--- config.mk ---
export PLATFORM = sky130hd
export DESIGN_NAME = fifo_1r1w_small
export DESIGN_NICKNAME = d
export VERILOG_FILES = /design/src/rtl/fifo_1r1w_small.sv
export SDC_FILE = /design/constraint.sdc
export NUM_CORES = 1
export LEC_CHECK = 0
export ABC_AREA = 1
export CAP_MARGIN = 20
export CORE_ASPECT_RATIO = 0.5
export CORE_MARGIN = 1.5
export CORE_UTILIZATION = 40
export CTS_CLUSTER_DIAMETER = 150
export DETAILED_ROUTE_END_ITERATION = 8
export GPL_ROUTABILITY_DRIVEN = 0
export HOLD_SLACK_MARGIN = 0.06
export REMOVE_ABC_BUFFERS = 1
export SYNTH_ARGS = -nofsm -noshare
export SYNTH_HDL_FRONTEND = slang
export SYNTH_SLANG_ARGS = --single-unit
--- constraint.sdc ---
create_clock -name clk_i -period 2.8 [get_ports clk_i]
set_input_delay 0.56 -clock clk_i [delete_from_list [all_inputs] [get_ports clk_i]]
set_output_delay 0.56 -clock clk_i [all_outputs]
set_load 0.1 [all_outputs]
--- src/rtl/fifo_1r1w_small.sv ---
// Small single-clock FIFO: valid/ready on the write side, valid/yumi on the read side.
// Full and empty are told apart by an occupancy count.
module fifo_1r1w_small #(
    parameter int width_p = 8,
    parameter int els_p   = 4
) (
    input  logic               clk_i,
    input  logic               reset_i,
    input  logic               v_i,
    output logic               ready_o,
    input  logic [width_p-1:0] data_i,
    output logic               v_o,
    output logic [width_p-1:0] data_o,
    input  logic               yumi_i
);

    localparam int PW = (els_p > 1) ? $clog2(els_p) : 1;
    localparam int CW = $clog2(els_p + 1);

    logic [width_p-1:0] mem [els_p];
    logic [PW-1:0]      wptr;
    logic [PW-1:0]      rptr;
    logic [CW-1:0]      cnt;
    logic               live;
    logic               full;
    logic               empty;
    logic               enq;
    logic               deq;

    function automatic logic [PW-1:0] bump(input logic [PW-1:0] p);
        return (p == PW'(els_p - 1)) ? '0 : p + 1'b1;
    endfunction

    assign full    = (cnt == CW'(els_p));
    assign empty   = (cnt == '0);
    // live holds ready_o low until the first edge after reset release
    assign ready_o = live & ~full;
    assign v_o     = ~empty;
    assign data_o  = mem[rptr];
    assign enq     = v_i & ready_o;
    assign deq     = yumi_i & v_o;

    always_ff @(posedge clk_i) begin
        if (enq) begin
            mem[wptr] <= data_i;
        end
    end

    always_ff @(posedge clk_i or negedge reset_i) begin
        if (!reset_i) begin
            wptr <= '0;
            rptr <= '0;
            cnt  <= '0;
            live <= 1'b0;
        end else begin
            live <= 1'b1;
            if (enq) begin
                wptr <= bump(wptr);
            end
            if (deq) begin
                rptr <= bump(rptr);
            end
            if (enq && !deq) begin
                cnt <= cnt + 1'b1;
            end else if (deq && !enq) begin
                cnt <= cnt - 1'b1;
            end
        end
    end

endmodule

# Yosys cells after proc, flatten, opt, wreduce, memory -nomap -nowiden
# Memory sizes are Yosys's and may differ from the RTL's.
# Cells that the tools add are included.
# W data, S select, Z words.
# totals
reg_bits,8
ramBits,32
in_bits,12
output_inout_bits,10
wordCells,29
mem_count,1
# op_classes
add_sub_neg,4
eq_ne,3
muxes,6
n_bitwise,5
reduce_logical,6
# memory_table
name,words,word_bits,read_ports,rd_ports_with_merged_regs,wr,line,source
mem,4,8,1,0,1,20,logic [width_p-1:0] mem [els_p];
# op_table
cell,count
$mux W3,2
$add A2 B1 Y2 const B,2
$eq A2 B2 Y1 const B,2
$mux W2,2
$add A3 B1 Y3 const B,1
$and A1 B1 Y1,3
$eq A3 B3 Y1 const B,1
$logic_not A3 Y1,1
$sub A3 B1 Y3 const B,1
$logic_and A1 B1 Y1,2
$logic_not A1 Y1,2
$mux W1,2
$not A1 Y1,2
$reduce_bool A2 Y1,1

# Logic depth before layout (Yosys ltp)
# logic_depth
ltp_word,8
depth_mapped,12
ltp_nobuf,12

# Least setup slack after synthesis
# No wires, ideal clock.
# synth_path
path_type,reg2out
startpoint,reg cnt[0]
endpoint,out ready_o
t_arrival_ps,2670
required_ps,2240
path_slack_ps,-430
path_stages_with_launch,3
n_path_buf,0
cell_sequence,dfrtp_1 nor2_4 a21boi_0
# synth_via
elab_chain_cells,3
# synth_rtl
item,line,source
start: declaration,23,logic [CW-1:0] cnt;
start signal: assignment,64,cnt <= cnt + 1'b1;
start signal: assignment,66,cnt <= cnt - 1'b1;
$eq A3 B3 Y1,34,assign full = (cnt == CW'(els_p));
$not A1 Y1,37,assign ready_o = live & ~full;
$and A1 B1 Y1,37,
end: declaration,10,"output logic ready_o,"
# Every way passes these cells.

# Worst setup path after layout
# layout_path
startpoint,reg rptr[1]
endpoint,out data_o[6]
# layout_via
elab_chain_cells,1
# layout_rtl
item,line,source
start: declaration,22,logic [PW-1:0] rptr;
start signal: assignment,61,rptr <= bump(rptr);
$mem_v2 Z4 W8,n/a,
end: declaration,13,"output logic [width_p-1:0] data_o,"
# Every way passes these cells.

==> impl_metrics.tcl <==
set metrics [dict create \
    outcome "finished clean" \
    cp-end-kind "primary output" \
    ys_types 24 \
    antenna_found_initial 0 \
    ys_async_sr_fraction_pct 20.0 \
    max_freq_mhz 444 \
    ctsHoldBuffers 0 \
    num_rows 17 \
    antenna_cells 0 \
    start_util_pct 41.7 \
    die-area_sq_um 5060 \
    final.period_utilization_pct 80.4 \
    hp-class "input port to asynchronous set/reset pin" \
    die_w_um 99.1 \
    drv_slew 0 \
    worst_skew_pair.late_latency_ns 0.29 \
    r2r_slack_ns 0.96 \
    cts_resized 0 \
    setup_viol 0 \
    ant_nets 0 \
    drv_cap 0 \
    top_layer "met4" \
    netlist_instances 154 \
    setup_ws_ns 0.548 \
    multi_input_area_sq_um 508 \
    wl_um 2880 \
    die_y_um 51.0 \
    ys_seq_area_share_pct 62.9 \
    tightest_slew_ns 0.781 \
    yosysTopAreaCell "edfxtp_1" \
    core_area_sq_um 4420 \
    drive_above_1_share_pct 18.7 \
    root_buffer "clkbuf_8" \
    drt_iter0_drc 19 \
    grt_pass1_wl_um 4850 \
    final_core_util_pct 51.8 \
    hold_viol 0 \
    crit_fanout 18 \
    synth_edf_count 32 \
    vias 1125 \
    cts_setup_buffers 0 \
    syn_to_final_growth_pct 24.1 \
    overflow 0 \
    ys_warn_count 0 \
    numCtsBuffers 5 \
    seqCellArea_sq_um 1160 \
    ys_ff_latch 40 \
    drc 0 \
    worst_setup_path_start_kind "register" \
    place_hpwl_um 1900 \
    cts_max_path_buffers 2 \
    grt_pass1_vias 1075 \
    place_ws_ns 0.474 \
    final_nets 200 \
    worst-setup-path-type "register to primary output" \
    syn_area_per_cell_sq_um 12.0 \
    syn_area_sq_um 1850 \
    relSlewSlack_pct 48.0 \
    fin_hold_ws_ns 0.549 \
    fillers 399 \
    rsz0062_at_grt "no" \
    min_period_ns 2.25 \
    io_buffers 21 \
    clkTransAtPathRegs_ns 0.08 \
    synth_common_cells "edfxtp_1, nand2_1, inv_1" \
    worstPathRequired_ns 2.24 \
    arrival_ns 1.69 \
    wl_per_cell_um 12.1 \
    synth_ff_type "edfxtp_1" \
    num_io_pins 22 \
    fin_worst_skew_ns 0.0107 \
    yosysMostFrequentCell "edfxtp_1" \
    cts_tree "yes" \
    grt.total_usage_pct 13.1 \
    vias_per_cell 4.71 \
    route.met3.wl_um 111 \
    grt_max_degree 24 \
    met2WireLength_um 1380 \
    cts_sinks 40 \
    synthTopCellsByArea "edfxtp_1, dfrtp_1, nand2_1" \
    tns_ns 0 \
    synth_top_area_share_pct 52.0 \
    drtPass1Iterations 4 \
    htreeDepth 2 \
    wl_met1_um 1350 \
]
==> flip-flops by register name (all words and copies together) (netlist names) <==
signal / count
rptr: 2
mem: 32
live: 1
wptr: 2
cnt: 3
==> per-layer routing <==
layer  vias up  track usage [%]
met5         -                0
met4         0             5.63
met3         4             4.10
met2        20             22.6
met1       538             15.6
li1        563                -
==> layout make-up <==
type / count / area share (%)
well taps: 57 / 3.11
multi-input cells: 81 / 22.2
inverters: 27 / 4.42
clock buffers: 5 / 3.00
clock inverters: 3 / 2.02
repair buffers: 26 / 14.6
flip-flops and latches: 40 / 50.7
==> logic make-up after synthesis <==
group	synth area share, %
compound gates	9.28
xor+xnor	0.474
fa+ha+maj	5.15
buf+inv	9.62
flops	62.9
other cells	0.203
simple gates	12.4
==> placed cells by master, fill, tap and decap left out, types with 5 or more instances in the layout <==
cell and n:
nor2_1 5, buf_12 9, a21oi_2 5, buf_4 6
edfxtp_1 32, clkdlybuf4s50_1 11, o21ai_1 6, inv_1 26
ha_1 6, o211ai_1 8, nand2_1 30, clkbuf_8 5
dfrtp_1 8
==> critical path: stages (launching register included) <==
cell and delay, ns:
dfrtp_1 0.85, o211ai_1 0.20, nand2_1 0.16, buf_12 0.18
==> path summary, 6_finish.rpt <==
path,from,to,cells past startpoint
min in group clk_i,wptr[1],wptr[1],2
max reg2reg,cnt[0],cnt[2],10
max,rptr[1],data_o[6],3
min,reset_i,cnt[1],1
min reg2reg,wptr[1],wptr[1],2
max in group asynchronous,reset_i,rptr[0],1
==> metrics by stage <==
step,instance area [sq um],std cells
2_1_floorplan,1770,148
3_3_place_gp,2180,231
3_5_place_dp,2180,231
4_1_cts,2290,239
5_1_grt,2290,239
6_report,2290,239
Power is not shown: default switching activity piles up to over one toggle a cycle in this logic, so the estimate is an artifact.
